$ cat src/rtl/valid_array_ctrl_pkg.sv
// Shared definitions for the valid-array sequencer.
//   va_state_t          : controller states (idle arbitration / flush walk)
//   WAY_MASK_ALL_ONES   : all-ways mask; slice to the instance's way count
//   VALUE_VALID/INVALID : encodings driven on the array write-value line
//   REQ_*               : requester slots on the shared priority arbiter
package valid_array_ctrl_pkg;

    typedef enum logic {
        ST_IDLE  = 1'b0,
        ST_FLUSH = 1'b1
    } va_state_t;

    localparam int unsigned MAX_WAYS = 64;
    localparam logic [MAX_WAYS-1:0] WAY_MASK_ALL_ONES = '1;

    localparam logic VALUE_VALID   = 1'b1;
    localparam logic VALUE_INVALID = 1'b0;

    // Slot 0 has the highest priority on the arbiter.
    localparam int unsigned REQ_INV    = 0;
    localparam int unsigned REQ_FILL   = 1;
    localparam int unsigned REQ_LOOKUP = 2;
    localparam int unsigned NUM_REQ    = 3;

endpackage

$ cat src/rtl/fixed_priority_arbiter.sv
// Fixed-priority arbiter, bit 0 highest priority.
//   req : request vector
//   gnt : one-hot grant (all zero when no request)
module fixed_priority_arbiter #(
    parameter int unsigned NUM_REQ = 3
) (
    input  logic [NUM_REQ-1:0] req,
    output logic [NUM_REQ-1:0] gnt
);

    // Isolate the lowest set bit: req & -req.
    assign gnt = req & (~req + NUM_REQ'(1));

endmodule

$ cat src/rtl/valid_array_ctrl.sv
// Sequencer/arbiter in front of the L1 valid array's single access port.
// Shares the port between invalidate, fill and lookup (that priority) and
// runs a full-array flush walk after reset and on request.
//   clk_in, reset_in (async, active low)
//   lookup_* : read a set, response one cycle after grant
//   fill_*   : set one-hot way valid
//   inv_*    : clear masked ways
//   flush_*  : start / busy / done of the flush walk
//   va_*     : array access port (combinational drive, read data in)
//
// state    | meaning
// ---------+-----------------------------------------------------------
// ST_IDLE  | arbitrate requests; flush start writes set 0 in this state
// ST_FLUSH | walk sets 1..NUMBER_SETS-1 clearing all ways, grants held
module valid_array_ctrl
    import valid_array_ctrl_pkg::*;
#(
    parameter int unsigned SINGLE_ELEMENT_SIZE_IN_BITS = 8,
    parameter int unsigned NUMBER_SETS                 = 64,
    parameter int unsigned NUMBER_WAYS                 = 16,
    parameter int unsigned SET_PTR_WIDTH_IN_BITS       = $clog2(NUMBER_SETS),
    parameter bit          FLUSH_ON_RESET              = 1'b1
) (
    input  logic                                                clk_in,
    input  logic                                                reset_in,
    input  logic                                                lookup_req_in,
    input  logic [SET_PTR_WIDTH_IN_BITS-1:0]                    lookup_set_in,
    output logic                                                lookup_gnt_out,
    output logic                                                lookup_rsp_valid_out,
    output logic [SINGLE_ELEMENT_SIZE_IN_BITS*NUMBER_WAYS-1:0]  lookup_rsp_out,
    input  logic                                                fill_req_in,
    input  logic [SET_PTR_WIDTH_IN_BITS-1:0]                    fill_set_in,
    input  logic [NUMBER_WAYS-1:0]                              fill_way_in,
    output logic                                                fill_gnt_out,
    input  logic                                                inv_req_in,
    input  logic [SET_PTR_WIDTH_IN_BITS-1:0]                    inv_set_in,
    input  logic [NUMBER_WAYS-1:0]                              inv_way_in,
    output logic                                                inv_gnt_out,
    input  logic                                                flush_req_in,
    output logic                                                flush_busy_out,
    output logic                                                flush_done_out,
    output logic                                                va_access_en_out,
    output logic [SET_PTR_WIDTH_IN_BITS-1:0]                    va_set_addr_out,
    output logic                                                va_write_en_out,
    output logic [NUMBER_WAYS-1:0]                              va_way_select_out,
    output logic                                                va_write_value_out,
    input  logic [SINGLE_ELEMENT_SIZE_IN_BITS*NUMBER_WAYS-1:0]  va_read_valid_in
);

    localparam logic [NUMBER_WAYS-1:0] WAYS_ALL = WAY_MASK_ALL_ONES[NUMBER_WAYS-1:0];
    localparam logic [SET_PTR_WIDTH_IN_BITS-1:0] LAST_SET =
        SET_PTR_WIDTH_IN_BITS'(NUMBER_SETS - 1);

    va_state_t                        state;
    logic [SET_PTR_WIDTH_IN_BITS-1:0] flush_cnt;
    logic                             flush_pending;
    logic                             rsp_valid_q;
    logic                             flush_done_q;

    logic                             flush_start;
    logic                             flush_active;
    logic                             last_set;
    logic [NUM_REQ-1:0]               arb_req;
    logic [NUM_REQ-1:0]               arb_gnt;

    // Combinational outputs are qualified with reset so the port is quiet
    // while reset is held, even though the pending flag is already armed.
    assign flush_start  = reset_in && (state == ST_IDLE) && (flush_pending || flush_req_in);
    assign flush_active = reset_in && ((state == ST_FLUSH) || flush_start);
    assign last_set     = (flush_cnt == LAST_SET);

    always_comb begin
        arb_req             = '0;
        arb_req[REQ_INV]    = inv_req_in;
        arb_req[REQ_FILL]   = fill_req_in;
        arb_req[REQ_LOOKUP] = lookup_req_in;
        if (!reset_in || flush_active) begin
            arb_req = '0;
        end
    end

    fixed_priority_arbiter #(
        .NUM_REQ (NUM_REQ)
    ) u_arb (
        .req (arb_req),
        .gnt (arb_gnt)
    );

    assign inv_gnt_out    = arb_gnt[REQ_INV];
    assign fill_gnt_out   = arb_gnt[REQ_FILL];
    assign lookup_gnt_out = arb_gnt[REQ_LOOKUP];

    // flush_cnt is 0 in ST_IDLE, so the start cycle writes set 0.
    always_comb begin
        va_access_en_out   = 1'b0;
        va_write_en_out    = 1'b0;
        va_set_addr_out    = '0;
        va_way_select_out  = '0;
        va_write_value_out = VALUE_INVALID;
        if (flush_active) begin
            va_access_en_out   = 1'b1;
            va_write_en_out    = 1'b1;
            va_set_addr_out    = flush_cnt;
            va_way_select_out  = WAYS_ALL;
            va_write_value_out = VALUE_INVALID;
        end else if (arb_gnt[REQ_INV]) begin
            va_access_en_out   = 1'b1;
            va_write_en_out    = 1'b1;
            va_set_addr_out    = inv_set_in;
            va_way_select_out  = inv_way_in;
            va_write_value_out = VALUE_INVALID;
        end else if (arb_gnt[REQ_FILL]) begin
            va_access_en_out   = 1'b1;
            va_write_en_out    = 1'b1;
            va_set_addr_out    = fill_set_in;
            va_way_select_out  = fill_way_in;
            va_write_value_out = VALUE_VALID;
        end else if (arb_gnt[REQ_LOOKUP]) begin
            va_access_en_out   = 1'b1;
            va_write_en_out    = 1'b0;
            va_set_addr_out    = lookup_set_in;
            va_way_select_out  = WAYS_ALL;
        end
    end

    always_ff @(posedge clk_in or negedge reset_in) begin
        if (!reset_in) begin
            state         <= ST_IDLE;
            flush_cnt     <= '0;
            flush_pending <= FLUSH_ON_RESET;
            rsp_valid_q   <= 1'b0;
            flush_done_q  <= 1'b0;
        end else begin
            rsp_valid_q  <= arb_gnt[REQ_LOOKUP];
            flush_done_q <= (state == ST_FLUSH) && last_set;
            case (state)
                ST_IDLE: begin
                    if (flush_start) begin
                        flush_pending <= 1'b0;
                        flush_cnt     <= flush_cnt + SET_PTR_WIDTH_IN_BITS'(1);
                        state         <= ST_FLUSH;
                    end
                end
                ST_FLUSH: begin
                    // A request during a walk queues exactly one more walk;
                    // it starts from ST_IDLE on the next cycle.
                    if (flush_req_in) begin
                        flush_pending <= 1'b1;
                    end
                    if (last_set) begin
                        flush_cnt <= '0;
                        state     <= ST_IDLE;
                    end else begin
                        flush_cnt <= flush_cnt + SET_PTR_WIDTH_IN_BITS'(1);
                    end
                end
                default: begin
                    flush_cnt <= '0;
                    state     <= ST_IDLE;
                end
            endcase
        end
    end

    assign lookup_rsp_valid_out = rsp_valid_q;
    assign lookup_rsp_out       = rsp_valid_q ? va_read_valid_in : '0;
    assign flush_busy_out       = flush_active;
    assign flush_done_out       = flush_done_q;

endmodule

$ cat config.mk
export PLATFORM = sky130hd
export DESIGN_NAME = valid_array_ctrl
export DESIGN_NICKNAME = d
export VERILOG_FILES = /design/src/rtl/valid_array_ctrl_pkg.sv /design/src/rtl/fixed_priority_arbiter.sv /design/src/rtl/valid_array_ctrl.sv
export SDC_FILE = /design/constraint.sdc
export NUM_CORES = 1
export LEC_CHECK = 0
export ABC_AREA = 1
export CORE_AREA = 2 2 133 135
export CTS_BUF_LIST = sky130_fd_sc_hd__clkbuf_8
export DETAILED_ROUTE_END_ITERATION = 8
export DIE_AREA = 0 0 135 137
export GPL_TIMING_DRIVEN = 0
export PLACE_DENSITY = 0.62
export SLEW_MARGIN = 20
export SYNTH_ARGS = -nofsm -noshare
export SYNTH_HDL_FRONTEND = slang
export SYNTH_SLANG_ARGS = --single-unit
$ cat constraint.sdc
create_clock -name clk_in -period 1.4 [get_ports clk_in]
set_input_delay 0.14 -clock clk_in [delete_from_list [all_inputs] [get_ports clk_in]]
set_output_delay 0.14 -clock clk_in [all_outputs]
set_load 0.02 [all_outputs]
==> results.ini, run 1 <==
[layout]
fillCellCount=1580
seq_area_um2=253
area_delta_synth_final_pct=287
final_cell_mix=184 x buf_6, 180 x clkdlybuf4s50_1, 131 x inv_2
nets=1072
final_util=0.483
final_common_cell=buf_6
final_design_area_no_fill_um2=8230
antenna_cells=0
drive_gt1_frac=0.631
multi_input_area_um2=2090

[routing]
route.antenna.remaining_nets=0
vias=4177
drt_iter0_drc=114
drc=0
drt_wl_total_mm=17.1
viasPerCell=3.76
wl_per_cell_um=15.4
firstDrtPassIters=4

[run_status]
status=finished with violations
violations=negative setup slack

[pwr]
vdd_drop_max_mv=0.648
cellInternalPower_w=0.00145
swShare=0.371
p_comb_frac=0.611
power_density_nw_per_um2=280
seqPwrFrac=0.234
power.leakage_nw=4.99
clock_power_share=0.156
p_switching_w=0.000856

[yosys]
syn-instance-count=471
synth_area_per_cell_um2=4.51
syn_area_um2=2130
yosysWarningCount=0
mappedNetlistNets=656
synth_seq_cells=10
seq_area_frac_synth=0.118
ys_types=25

[placement]
gp_congestion=0.779
port_buffers=340
dp_hpwl_mm=11.6
place_ws_ns=-1.53
postPlaceCellArea_um2=5910

[timing]
min_period_over_period=1.29
rsz0062_at_grt=true
setup-tns-final_ns=-27.17
max_slew_margin=0.640
clock_skew_ns=0.00601
slew_violations=0
min_period_ns=1.80
fmax_ghz=0.555
setup_violations=153
finalHoldViolations=0
worst_pin_slew_ns=0.536
whs_ns=0.250
finalWorstSetupSlack_ns=-0.401

[worst_setup_path]
critPathLaunchType=flop
cp.arrival_ns=1.66
r2r_slack_ns=-0.08
cp.required_ns=1.26
crit_path_start=flush_pending
worstRegToRegCells=6
end_kind=primary output
reg2reg_to=flush_cnt[1]
critPathKind=flop to primary output
cp_max_fo=5
r2r_start=flush_pending

[cts]
clock_latency_ns=0.24
cts_tree=done
numCtsBuffers=3
htree_num_levels=1
clk_pin_slew_worst_paths_ns=0.05
clock-root-buffer=clkbuf_8
clock_sinks=10
cts_buffer_depth=2

[hold_path]
holdPathStages=3
hold_path.class=primary input to flop
hold_path_startpoint=flush_req_in
min_to=flush_pending

[run]
maxCapViolations=0

[global_routing]
use_met1=0.183
met2_usage=0.282
grt_max_degree=11
grt_pass1_wl_mm=21.5
grt.total_usage=0.149
met3_usage=0.0252
grt-ovfl-total=0
grt_pass1_vias=3833
antenna_found_initial=0
busiest_layer=met2

[floorplan]
dieWidth_um=135
die_area_um2=18500
fp.dieH_um=137
ios=343
start_util=0.125
fp.coreArea_um2=17100
rows=48

[cell type report]
cell class                 count  area share
sequential                    10      0.0307
tap                          225      0.0342
clock buffer                   4     0.00669
timing repair buffer         417       0.562
multi-input combinational    265       0.253
buffer                        14      0.0328
inverter                     176      0.0805
[stage by stage]
stage	cells	power, W
final	1111	0.00231
after global routing	1111	0.00246
after CTS	1107	0.00223
after detailed placement	1036	0.00175
after global placement	1036	0.00174
after floorplan	471	0.000965
[routing by layer]
layer  wire (µm)  up-vias
met1        6530     1877
met2        9220      167
li1            -     2109
met3        1090       24
met4         295        0
met5           0        -
[worst max path at each step]
| stage | end | slack (ns) | depth (start not counted) |
|---|---|---|---|
| floorplan | va_way_select_out[10] | -0.09 | 8 |
| global placement | va_way_select_out[14] | -1.53 | 11 |
| detailed placement | va_way_select_out[5] | -1.53 | 11 |
| CTS | va_way_select_out[11] | -0.44 | 10 |
| global route | va_way_select_out[8] | -0.50 | 9 |
| finish | va_way_select_out[11] | -0.40 | 10 |
[kinds of logic (layout without fill, tap and decap cells)]
| group | Yosys count | in the layout | synth area share |
|---|---|---|---|
| AO/OA/AOI/OAI | 7 | 7 | 0.0224 |
| XOR/XNOR | 2 | 2 | 0.00824 |
| adder cells (fa/ha/maj) | 1 | 1 | 0.00588 |
| buffers and inverters | 196 | 611 | 0.353 |
| flip-flops | 10 | 10 | 0.118 |
| AND/OR/NAND/NOR | 255 | 255 | 0.493 |
[sequential cells by signal, summed over array words and instances, names as in the netlist]
signal / count
flush_pending: 1
state: 1
flush_done_out: 1
lookup_rsp_valid_out: 1
flush_cnt: 6
[synth_stat cells (all sizes together)]
| library cell | number | area (µm²) |
|---|---|---|
| a21oi | 4 | 23.8 |
| buf | 7 | 40.0 |
| clkbuf | 13 | 48.8 |
| dfrtp | 9 | 225 |
| dfstp | 1 | 26.3 |
| ha | 1 | 12.5 |
| inv | 176 | 661 |
| nand2 | 167 | 629 |
| nand3 | 15 | 80.1 |
| nand4 | 13 | 81.3 |
| nor2 | 58 | 245 |
| nor3 | 1 | 5.00 |
| o211ai | 1 | 12.5 |
| o21ai | 1 | 5.00 |
| o22ai | 1 | 6.26 |
| or2 | 1 | 6.26 |
| xnor2 | 2 | 17.5 |
[power by group through the flow]
stage / combinational (W) / sequential (W) / clock (W)
after floorplan: 0.000478 / 0.000487 / 0
after global placement: 0.00121 / 0.000528 / 0
after detailed placement: 0.00122 / 0.000531 / 0
after CTS: 0.00133 / 0.000531 / 0.000369
after global routing: 0.00152 / 0.000557 / 0.000383
final: 0.00141 / 0.000539 / 0.000359
[timing repair]
| item | 4_1_cts | 5_1_grt |
|---|---|---|
| hold buffers | 2 | 0 |
| cloned | 13 | 2 |
| gates resized for setup | 1074 | 392 |
| pin swaps | 23 | 9 |
| buffers inserted | 53 | 10 |
| endpoints found under the setup margin | 166 | 164 |
| hold endpoints to repair | 9 | 0 |
[worst max-delay path: stages, from the launching register on]
cell     delay [ns]
dfstp_2        0.55
nor2_4         0.07
nand2_2        0.08
nor2_4         0.04
nand2_2        0.06
inv_2          0.04
nor2_4         0.15
buf_12         0.13
buf_16         0.13
nand2_4        0.05
buf_6          0.12
Power figures use the tool's default switching activity.
==> run 2, diff against run 1 <==
- CTS_BUF_LIST: sky130_fd_sc_hd__clkbuf_8 -> not set
==> run 2 against run 1 <==
The run still ends with negative setup slack left. Global-route usage shrank 0.32 points. Hold slack better by 0.13 ns. Combinational power about the same. Sequential share of layout area rose by 0.080 points. Clock skew is 0.0025 ns lower. First-iteration DRC count down 18%. Flip-flop and latch count stayed put. Worst setup slack worse by 0.047 ns. Routed wire length increased by 1.7%. Critical endpoint is now va_way_select_out[5]. Largest cell class unchanged. Largest power group unchanged.
==> results.ini, run 2 (synthesis results as in run 1) <==
[run_status]
status=finished with violations  ; unchanged
violations=negative setup slack  ; unchanged

[pwr]
p_switching_w=0.000866  ; was 0.000856 W
cellInternalPower_w=0.00164  ; was 0.00145 W
power_density_nw_per_um2=313  ; was 280 nW/µm²
clock_power_share=0.223  ; was 0.156
p_comb_frac=0.562  ; was 0.611
total_power_w=0.00251  ; was 0.00231 W
seqPwrFrac=0.215  ; was 0.234
power.leakage_nw=4.92  ; was 4.99 nW
swShare=0.345  ; was 0.371
vdd_drop_max_mv=0.800  ; was 0.648 mV

[global_routing]
grt_max_degree=11  ; unchanged
grt_pass1_vias=3772  ; was 3833
grt-ovfl-total=0  ; unchanged
grt.total_usage=0.146  ; was 0.149
antenna_found_initial=0  ; unchanged
grt_pass1_wl_mm=21.0  ; was 21.5 mm

[cts]
clock_sinks=10  ; unchanged
clock_latency_ns=0.24  ; about the same
clock-root-buffer=clkbuf_16  ; was clkbuf_8
cts_buffer_depth=2  ; unchanged
clk_pin_slew_worst_paths_ns=0.04  ; was 0.05 ns
numCtsBuffers=3  ; unchanged
cts_tree=done  ; unchanged
htree_num_levels=1  ; unchanged

[routing]
drc=0  ; unchanged
firstDrtPassIters=4  ; unchanged
viasPerCell=3.75  ; was 3.76
drt_wl_total_mm=17.4  ; was 17.1 mm
drt_iter0_drc=94  ; was 114
wl_per_cell_um=15.6  ; was 15.4 µm
vias=4202  ; was 4177
route.antenna.remaining_nets=0  ; unchanged

[placement]
port_buffers=340  ; unchanged
postPlaceCellArea_um2=5910  ; unchanged
place_inst=1036  ; unchanged
gp_congestion=0.779  ; unchanged
dp_hpwl_mm=11.6  ; unchanged

[floorplan]
fp.coreArea_um2=17100  ; unchanged
start_util=0.125  ; unchanged
die_area_um2=18500  ; unchanged
fp.dieH_um=137  ; unchanged
dieWidth_um=135  ; unchanged
rows=48  ; unchanged
ios=343  ; unchanged

[worst_setup_path]
r2r_start=flush_pending  ; unchanged
cpMaxStageDelayCell=dfstp_2  ; unchanged
worstRegToRegCells=6  ; unchanged
path_buf_inv=3  ; was 4
critPathKind=flop to primary output  ; unchanged
cp.depth=7  ; was 10
cp.required_ns=1.26  ; about the same
cp.arrival_ns=1.71  ; was 1.66 ns
cp_top_family=flip-flops  ; unchanged
end_kind=primary output  ; unchanged
crit_top_cell=nor2_4  ; unchanged
cp_max_fo=5  ; unchanged
slowest_delay_ns=0.56  ; was 0.55 ns
crit_path_start=flush_pending  ; unchanged
cp_cell_sequence=nor2_4 -> buf_6 -> a21oi_4 -> nor2_4 -> buf_12 -> nand2_4 -> clkbuf_4  ; was nor2_4 -> nand2_2 -> nor2_4 -> nand2_2 -> inv_2 -> nor2_4 -> buf_12 -> buf_16 -> nand2_4 -> buf_6
critPathLaunchType=flop  ; unchanged

[timing]
min_period_ns=1.85  ; was 1.80 ns
setup_violations=130  ; was 153
rsz0062_at_grt=true  ; unchanged
worst_pin_slew_ns=0.574  ; was 0.536 ns
finalWorstSetupSlack_ns=-0.448  ; was -0.401 ns
slew_violations=0  ; unchanged
fmax_ghz=0.541  ; was 0.555 GHz
whs_ns=0.385  ; was 0.250 ns
clock_skew_ns=0.00356  ; was 0.00601 ns
max_slew_margin=0.615  ; was 0.640
finalHoldViolations=0  ; unchanged
min_period_over_period=1.32  ; was 1.29

[hold_path]
holdPathStages=3  ; unchanged
hold_path_startpoint=flush_req_in  ; unchanged
hold_path.class=primary input to flop  ; unchanged

[layout]
final_cell_mix=180 x clkdlybuf4s50_1, 163 x buf_6, 100 x inv_2  ; was 184 x buf_6, 180 x clkdlybuf4s50_1, 131 x inv_2
area_delta_synth_final_pct=277  ; was 287%
largest-register=flush_cnt  ; unchanged
final_common_cell=clkdlybuf4s50_1  ; was buf_6
drive_gt1_frac=0.570  ; was 0.631
final_design_area_no_fill_um2=8020  ; was 8230 µm²
largest_register_ff_count=6  ; unchanged
instances_no_fill=1120  ; was 1111
antenna_cells=0  ; unchanged
nets=1081  ; was 1072

[run]
maxCapViolations=0  ; unchanged

run 2: cell count changes in the layout (fill, tap and decap cells not counted), moves of 6 or more:
cell     previous run  this run
inv_2             131       100
inv_1              44        74
buf_2               3        26
nand2_1            19        42
buf_6             184       163
nand2_4           103        84
buf_4              16        27
nor2_2             16         8
nor2_1             37        43
run 2: repair_timing:
item                       in CTS  in global routing
hold buffers                    2                  0
gates resized for setup      1041                297
buffers inserted               56                 18
pin swaps                       8                 14
hold endpoints to repair        9                  0
setup endpoints to repair     166                163
cloned                         12                  4
run 2: power by group through the flow:
stage               Clock, W  Combinational, W  Sequential [W]
global placement           0           0.00121        0.000528
floorplan                  0          0.000478        0.000487
global route        0.000581           0.00152        0.000554
finish              0.000559           0.00141        0.000539
detailed placement         0           0.00122        0.000531
CTS                 0.000574           0.00134        0.000532
run 2: through the flow:
stage	setup slack (ns)	setup TNS, ns	utilization
floorplan	-0.0869	-0.967	-
global placement	-1.53	-143.65	0.346
detailed placement	-1.53	-143.97	0.346
CTS	-0.423	-27.58	0.428
global route	-0.512	-29.22	0.470
finish	-0.448	-22.70	0.470
run 2: layer usage:
| metal | vias to the layer above | share of wire | global-route usage |
|---|---|---|---|
| met1 | 1886 | 0.37 | 0.177 |
| met4 | 0 | 0.014 | 0.0116 |
| li1 | 2134 | - | - |
| met3 | 22 | 0.073 | 0.0274 |
| met2 | 160 | 0.54 | 0.277 |
| met5 | - | 0 | 0 |
run 2: final cells by class:
class / count / area (µm²)
fillers: 1605 / 9030
repair buffers: 425 / 4500
plain buffers: 15 / 287
well taps: 225 / 282
clock buffers: 4 / 88.8
flip-flops and latches: 10 / 253
inverters: 176 / 668
multi-input cells: 265 / 1950
run 2: worst paths after layout:
path                                             end  slack (ns)
worst max-delay path            va_way_select_out[5]       -0.45
worst min-delay path                   flush_pending        0.38
worst max register to register          flush_cnt[1]       -0.11
worst min register to register          flush_cnt[2]        0.55
max in group asynchronous       lookup_rsp_valid_out        0.53
min in group asynchronous                      state        0.54
run 2: worst min-delay path: stages:
cell           delay, ns
dlygate4sd2_1       0.27
inv_1               0.11
o22ai_2             0.09
